`src/rtl/fetch_queue_pkg.sv`:
```
// Shared definitions for the RV32 fetch front end: XLEN, NOP encoding,
// fetch FSM states, queue entry layout and PC alignment helper.
package fetch_queue_pkg;

    localparam int unsigned    XLEN = 32;
    localparam logic [XLEN-1:0] NOP  = 32'h0000_0013;

    typedef enum logic [1:0] {
        FQ_IDLE,
        FQ_WAIT,
        FQ_DROP
    } fq_state_e;

    typedef struct packed {
        logic [XLEN-1:0] pc;
        logic [XLEN-1:0] ir;
    } fq_entry_t;

    function automatic logic [XLEN-1:0] word_align(input logic [XLEN-1:0] a);
        return a & ~(XLEN'(3));
    endfunction

endpackage

```
`src/rtl/fetch_queue_if.sv`:
```
// Instruction-memory, redirect and decode-side signals of the fetch queue.
// master = fetch_queue side, slave = memory/execute/decode environment.
interface fetch_queue_if #(
    parameter int unsigned DEPTH = 4
);
    import fetch_queue_pkg::*;

    logic                     imem_req;
    logic [XLEN-1:0]          imem_addr;
    logic                     imem_ack;
    logic [XLEN-1:0]          imem_data;
    logic                     br_taken;
    logic [XLEN-1:0]          br_target;
    logic                     dc_valid;
    logic                     dc_ready;
    logic [XLEN-1:0]          dc_pc;
    logic [XLEN-1:0]          dc_ir;
    logic [$clog2(DEPTH):0]   fq_count;

    modport master (
        output imem_req, imem_addr,
        input  imem_ack, imem_data,
        input  br_taken, br_target,
        output dc_valid, dc_pc, dc_ir,
        input  dc_ready,
        output fq_count
    );

    modport slave (
        input  imem_req, imem_addr,
        output imem_ack, imem_data,
        output br_taken, br_target,
        input  dc_valid, dc_pc, dc_ir,
        output dc_ready,
        input  fq_count
    );

endinterface

```
`src/rtl/fetch_queue_sync_fifo.sv`:
```
// Synchronous FIFO with synchronous clear, occupancy count and a
// fall-through head (o_data shows the oldest entry whenever !o_empty).
module sync_fifo #(
    parameter  int unsigned WIDTH = 64,
    parameter  int unsigned DEPTH = 4,
    localparam int unsigned AW    = $clog2(DEPTH),
    localparam int unsigned CW    = AW + 1
) (
    input  logic             clk,
    input  logic             rst,
    input  logic             i_clr,
    input  logic             i_push,
    input  logic [WIDTH-1:0] i_data,
    input  logic             i_pop,
    output logic [WIDTH-1:0] o_data,
    output logic             o_empty,
    output logic [CW-1:0]    o_count
);

    logic [WIDTH-1:0] r_mem [DEPTH];
    logic [AW-1:0]    r_wptr;
    logic [AW-1:0]    r_rptr;
    logic [CW-1:0]    r_count;

    always_ff @(posedge clk) begin
        if (rst || i_clr) begin
            r_wptr  <= '0;
            r_rptr  <= '0;
            r_count <= '0;
        end else begin
            if (i_push) r_wptr <= r_wptr + 1'b1;
            if (i_pop)  r_rptr <= r_rptr + 1'b1;
            case ({i_push, i_pop})
                2'b10:   r_count <= r_count + 1'b1;
                2'b01:   r_count <= r_count - 1'b1;
                default: r_count <= r_count;
            endcase
        end
    end

    // Storage has no reset; validity is tracked purely by r_count.
    always_ff @(posedge clk) begin
        if (i_push && !i_clr) r_mem[r_wptr] <= i_data;
    end

    assign o_data  = r_mem[r_rptr];
    assign o_empty = (r_count == '0);
    assign o_count = r_count;

endmodule

```
`src/rtl/fetch_queue.sv`:
```
// RV32 fetch front end: sequential PC generation, single-outstanding imem
// requests, FIFO of {pc, instr} to decode, and execute-stage redirects.
module fetch_queue
    import fetch_queue_pkg::*;
#(
    parameter int unsigned     DEPTH    = 4,
    parameter logic [XLEN-1:0] RESET_PC = '0
) (
    input  logic           clk,
    input  logic           rst,
    fetch_queue_if.master  bus
);

    localparam int unsigned CW = $clog2(DEPTH) + 1;

    fq_state_e       r_state;
    fq_state_e       w_state_nxt;
    logic [XLEN-1:0] r_pc;
    logic [XLEN-1:0] w_pc_nxt;
    logic [XLEN-1:0] r_addr;
    logic [XLEN-1:0] w_addr_nxt;
    logic            r_req;
    logic            w_req_nxt;

    logic            w_push;
    logic            w_pop;
    logic            w_empty;
    logic [CW-1:0]   w_count;
    logic [CW:0]     w_occ_nxt;
    logic            w_space;
    logic [XLEN-1:0] w_target;
    logic [XLEN-1:0] w_seq_pc;
    fq_entry_t       w_wr_entry;
    fq_entry_t       w_head;

    assign w_target = word_align(bus.br_target);
    assign w_seq_pc = r_addr + XLEN'(4);

    // A redirect discards both the returning word and the decode pop this cycle.
    assign w_push = (r_state == FQ_WAIT) && bus.imem_ack && !bus.br_taken;
    assign w_pop  = !w_empty && bus.dc_ready && !bus.br_taken;

    assign w_occ_nxt = {1'b0, w_count} + {{CW{1'b0}}, w_push} - {{CW{1'b0}}, w_pop};
    assign w_space   = (w_occ_nxt < (CW+1)'(DEPTH));

    assign w_wr_entry.pc = r_addr;
    assign w_wr_entry.ir = bus.imem_data;

    sync_fifo #(
        .WIDTH ($bits(fq_entry_t)),
        .DEPTH (DEPTH)
    ) u_fifo (
        .clk     (clk),
        .rst     (rst),
        .i_clr   (bus.br_taken),
        .i_push  (w_push),
        .i_data  (w_wr_entry),
        .i_pop   (w_pop),
        .o_data  (w_head),
        .o_empty (w_empty),
        .o_count (w_count)
    );

    always_ff @(posedge clk) begin
        if (rst) begin
            r_state <= FQ_IDLE;
            r_pc    <= RESET_PC;
            r_addr  <= RESET_PC;
            r_req   <= 1'b0;
        end else begin
            r_state <= w_state_nxt;
            r_pc    <= w_pc_nxt;
            r_addr  <= w_addr_nxt;
            r_req   <= w_req_nxt;
        end
    end

    always_comb begin
        w_state_nxt = r_state;
        w_pc_nxt    = r_pc;
        w_addr_nxt  = r_addr;
        w_req_nxt   = r_req;
        case (r_state)
            FQ_IDLE: begin
                if (bus.br_taken) begin
                    w_state_nxt = FQ_WAIT;
                    w_req_nxt   = 1'b1;
                    w_addr_nxt  = w_target;
                    w_pc_nxt    = w_target;
                end else if (w_space) begin
                    w_state_nxt = FQ_WAIT;
                    w_req_nxt   = 1'b1;
                    w_addr_nxt  = r_pc;
                end
            end
            FQ_WAIT: begin
                if (bus.br_taken && bus.imem_ack) begin
                    w_addr_nxt = w_target;
                    w_pc_nxt   = w_target;
                end else if (bus.br_taken) begin
                    w_state_nxt = FQ_DROP;
                    w_pc_nxt    = w_target;
                end else if (bus.imem_ack) begin
                    w_pc_nxt = w_seq_pc;
                    if (w_space) begin
                        w_addr_nxt = w_seq_pc;
                    end else begin
                        w_state_nxt = FQ_IDLE;
                        w_req_nxt   = 1'b0;
                    end
                end
            end
            FQ_DROP: begin
                // The FIFO was cleared on entry and nothing is pushed here, so
                // the pending target is always issued once the stale word returns.
                if (bus.imem_ack) begin
                    w_state_nxt = FQ_WAIT;
                    w_req_nxt   = 1'b1;
                    w_addr_nxt  = bus.br_taken ? w_target : r_pc;
                    w_pc_nxt    = bus.br_taken ? w_target : r_pc;
                end else if (bus.br_taken) begin
                    w_pc_nxt = w_target;
                end
            end
            default: begin
                w_state_nxt = FQ_IDLE;
                w_req_nxt   = 1'b0;
            end
        endcase
    end

    assign bus.imem_req  = r_req;
    assign bus.imem_addr = r_addr;
    assign bus.dc_valid  = !w_empty;
    assign bus.dc_pc     = w_empty ? '0  : w_head.pc;
    assign bus.dc_ir     = w_empty ? NOP : w_head.ir;
    assign bus.fq_count  = w_count;

endmodule
```
`src/flat_wrapper.sv`:
```
// flat-port wrapper written by rule: the top's interface ports become plain ports
module fetch_queue_flat import fetch_queue_pkg::*;
#(
    parameter int unsigned     DEPTH    = 4,
    parameter logic [XLEN-1:0] RESET_PC = '0
)
  (clk, rst, bus_imem_req, bus_imem_addr, bus_imem_ack, bus_imem_data, bus_br_taken, bus_br_target, bus_dc_valid, bus_dc_pc, bus_dc_ir, bus_dc_ready, bus_fq_count);
  fetch_queue_if #(.DEPTH(DEPTH)) bus_i ();
  input  logic clk;
  input  logic rst;
  output wire logic [$bits(bus_i.imem_req)-1:0] bus_imem_req;
  output wire logic [$bits(bus_i.imem_addr)-1:0] bus_imem_addr;
  input wire logic [$bits(bus_i.imem_ack)-1:0] bus_imem_ack;
  input wire logic [$bits(bus_i.imem_data)-1:0] bus_imem_data;
  input wire logic [$bits(bus_i.br_taken)-1:0] bus_br_taken;
  input wire logic [$bits(bus_i.br_target)-1:0] bus_br_target;
  output wire logic [$bits(bus_i.dc_valid)-1:0] bus_dc_valid;
  output wire logic [$bits(bus_i.dc_pc)-1:0] bus_dc_pc;
  output wire logic [$bits(bus_i.dc_ir)-1:0] bus_dc_ir;
  input wire logic [$bits(bus_i.dc_ready)-1:0] bus_dc_ready;
  output wire logic [$bits(bus_i.fq_count)-1:0] bus_fq_count;
  assign bus_imem_req = bus_i.imem_req;
  assign bus_imem_addr = bus_i.imem_addr;
  assign bus_i.imem_ack = bus_imem_ack;
  assign bus_i.imem_data = bus_imem_data;
  assign bus_i.br_taken = bus_br_taken;
  assign bus_i.br_target = bus_br_target;
  assign bus_dc_valid = bus_i.dc_valid;
  assign bus_dc_pc = bus_i.dc_pc;
  assign bus_dc_ir = bus_i.dc_ir;
  assign bus_i.dc_ready = bus_dc_ready;
  assign bus_fq_count = bus_i.fq_count;
  fetch_queue #(.DEPTH(DEPTH), .RESET_PC(RESET_PC)) u_core (.clk(clk), .rst(rst), .bus(bus_i));
endmodule
```
`config.mk`:
```
export PLATFORM = sky130hd
export DESIGN_NAME = fetch_queue_flat
export DESIGN_NICKNAME = d
export VERILOG_FILES = /design/src/rtl/fetch_queue_pkg.sv /design/src/rtl/fetch_queue_if.sv /design/src/rtl/fetch_queue_sync_fifo.sv /design/src/rtl/fetch_queue.sv /design/src/flat_wrapper.sv
export SDC_FILE = /design/constraint.sdc
export NUM_CORES = 1
export LEC_CHECK = 0
export BUFFER_PORTS_ARGS = -buffer_cell sky130_fd_sc_hd__buf_2
export CAP_MARGIN = 20
export CORE_ASPECT_RATIO = 0.6
export CORE_MARGIN = 2
export CORE_UTILIZATION = 53
export DETAILED_ROUTE_END_ITERATION = 10
export PLACE_DENSITY = 0.74
export RECOVER_POWER = 100
export SETUP_SLACK_MARGIN = 0.2
export SLEW_MARGIN = 15
export SYNTH_ARGS = -nofsm -noshare
export SYNTH_HDL_FRONTEND = slang
export SYNTH_SLANG_ARGS = --single-unit
```
`constraint.sdc`:
```
create_clock -name clk -period 3.39 [get_ports clk]
set_input_delay 0.678 -clock clk [delete_from_list [all_inputs] [get_ports clk]]
set_output_delay 0.678 -clock clk [all_outputs]
set_load 0.1 [all_outputs]
```
==> results.md <==
* Result of the run: finished, final reports clean
* First-pass detailed-route iteration total at 5
* Hold crit path type: input pin to register
* Most common flop cell mapped by yosys: edfxtp_1
* Routed WL at approximately 37 mm
* Root Buffer: clkbuf_16
* Antenna Cells at 0
* Via-to-Cell Ratio at slightly above 6
* DRC at 0
* Slew Limit Headroom at 0.1154
* CTS buffer count at 29
* Max Slew Vio Count at 0
* Hold Buf Count CTS at 0
* Drt wl/cell at roughly 23 microns
* CP cell instances: nor3_2, buf_6, buf_12, nor2b_2, clkbuf_2
* Crit path time final at between 3 and 4 ns
* Global-route wire length before repair at 56.28 mm
* Worst VDD drop at 468.7 uV
* Die Ht at around 130 microns
* Initial DRC count at between 1000 and 1500
* Vias in the first global route at between 9000 and 10000
* Final setup skew at between 0.01 and 0.015 ns
* Buf+Inv Stages, Crit Path at 3
* Data arrival, critical path at between 2 and 2.5 ns
* Port buffer count at 167
* Max cap viols at 0
* Synthesized instance count at around 1000
* Sequential share of the synthesized area at 0.6257
* Cell Area, Synth at 14720 sq um
* Fin crit share at 0.9332
* Post-layout util at 0.6280
* RSZ-0062 raised after global routing: false
* Final Hold Fails at 0
* Initial core utilization at 0.5359
* Fin Setup TNS at 0 ns
* Syn. warnings at 0
* GRT overflow at 0
* Clk buf depth at 3
* Syn Nets at between 1000 and 1500
* Crit path max fanout at 38
* Kind of end point of the critical path: output port
* Top post-synthesis cells by count: edfxtp_1, dfxtp_1, nor2_1, mux4_2, nor2b_1
* Leak at around 5.8 nW
* Via count at 9893
* Yosys top cell by area: edfxtp_1
* Rows at 47
* Nets at roughly 1300
* Fillers at approximately 2100
* Crit-path slowest cell: dfxtp_1
* Clock Sinks at 332
* TritonCTS clock tree: done
* Final setup viols at 0
* Cell Pwr Density at 548.4 nW/um^2
* Syn Area/Cell at approximately 14 sq um
* Post-synth ARST share at 0
* CP Launch Type: register
* Share of cells above drive strength 1 at 0.2792
* Worst Tran Pin Value at around 1.3 ns
* Core Region at 27460 sq um
* GPL Wtd Cong at 0.8698
* CP delay by family, top: buffers and inverters
* H-tree depth at 1
* Die area at approximately 29000 sq um
* HPWL after detailed placement at between 20 and 25 mm
* Clock Pin Slew Worst Setup and Hold Paths at 0.07 ns
* GRT Util Overall at 0.2515
* Top post-synthesis cells by area: edfxtp_1, dfxtp_1, mux4_2
* CP max stage delay at ~0.40 ns
* Post-synth EDFFs at roughly 260
* DIE WIDTH at 219.1 microns
* Top cell type's share of synthesized area at 0.5224
* Crit path kind: register to output port
* Initial antenna violation count at 0
* Routed Antenna Nets at 0
* Data required, critical path at about 2.7 ns
* Max Clk Rate at 316.1 MHz
* Top-count cell post-synth: edfxtp_1
* I/O Pins at 170
* Area grow syn2layout at 17.19%
* Synth cell types at 76
* Yosys reg bits at around 330
* Clock latency on the worst-skew pair at 0.57 ns
* Pin count of the biggest net entering global routing at 65
worst reg2reg max path, stage by stage, from the launching register on:
cell and delay (ns):
dfxtp_1 0.33, ha_1 0.40, nand4_1 0.31, nor4_2 1.14, nand2_1 0.23, xnor2_1 0.24
nand2_1 0.08, a311oi_1 0.24
final timing paths:
path                            startpoint                         end  slack, ns  cells past startpoint
setup / recovery  u_core.u_fifo.o_count[2]               bus_dc_pc[14]       0.23                      5
setup reg to reg   u_core.bus.imem_addr[2]             u_core.r_pc[20]       0.34                      7
hold / removal           bus_imem_data[23]  u_core.u_fifo.r_mem[1][23]       0.36                      1
hold reg to reg             u_core.r_pc[0]     u_core.bus.imem_addr[0]       0.49                      2
sequential cells by signal, summed over array words and instances (netlist names), named ones only:
signal	cells
u_core.r_state	2
u_core.u_fifo.o_count	3
u_core.bus.imem_req	1
u_core.r_pc	32
u_core.bus.imem_addr	32
u_core.u_fifo.r_wptr	2
u_core.u_fifo.r_mem	256
u_core.u_fifo.r_rptr	2
cells by family after synthesis:
logic type / share of synthesized area
XOR/XNOR: 0.01904
adder cells (fa/ha/maj): 0.009862
AO/OA/AOI/OAI: 0.1030
buffers and inverters: 0.02721
multiplexers: 0.09794
flip-flops: 0.6257
AND/OR/NAND/NOR: 0.1172
layout by cell type (no fill, tap or decap), types with 24 or more instances in the layout:
cell type	count
nor2b_2	60
mux4_2	64
a211oi_1	28
nor2_1	73
buf_4	24
clkbuf_1	80
nand3_1	24
nand2_1	45
clkbuf_2	54
o21ai_0	33
buf_2	47
a21oi_1	54
dfxtp_1	72
edfxtp_1	256
clkbuf_16	33
where the power goes:
| part | total, mW | leakage [nW] | switching, mW | internal [mW] |
|---|---|---|---|---|
| Combinational | 1.10 | 2.30 | 0.826 | 0.275 |
| Sequential | 4.65 | 2.94 | 0.141 | 4.51 |
| Clock | 3.70 | 0.533 | 1.51 | 2.20 |
| Total | 9.46 | 5.78 | 2.48 | 6.98 |
layer usage:
| layer | GRT usage | wire, microns | vias up |
|---|---|---|---|
| li1 | - | - | 4423 |
| met1 | 0.3831 | 16460 | 4950 |
| met2 | 0.3834 | 16840 | 458 |
| met3 | 0.04460 | 3004 | 62 |
| met4 | 0.04955 | 665 | 0 |
| met5 | 0 | 0 | - |
cell type report:
type	instances	area, sq um	share of cell area
Clock buffer	38	874.6	0.05071
Clock inverter	15	207.7	0.01204
Inverter	18	67.56	0.003918
Multi-Input combinational cell	624	5209	0.3020
Sequential cell	332	9224	0.5348
Tap cell	367	459.2	0.02663
Timing Repair Buffer	216	1205	0.06986
metrics by stage:
step / cells / setup WS [ns] / hold slack (ns) / power (mW) / area, sq um
floorplan: 1047 / 0.3038 / 0.4405 / 5.528 / 14880
global placement: 1553 / 0.2678 / 0.4547 / 5.823 / 16350
detailed placement: 1553 / 0.1956 / 0.4783 / 5.850 / 16350
CTS: 1609 / 0.2211 / 0.2966 / 9.534 / 17470
global route: 1610 / 0.1188 / 0.3639 / 9.748 / 17250
finish: 1610 / 0.2266 / 0.3586 / 9.457 / 17250
repair_timing:
| item | CTS | global route |
|---|---|---|
| setup buffers | 3 | 0 |
| resized for setup | 3 | 4 |
| setup endpoints to repair | 43 | 25 |
| gates cloned | 0 | 1 |
(Power assumes the default switching activity.)
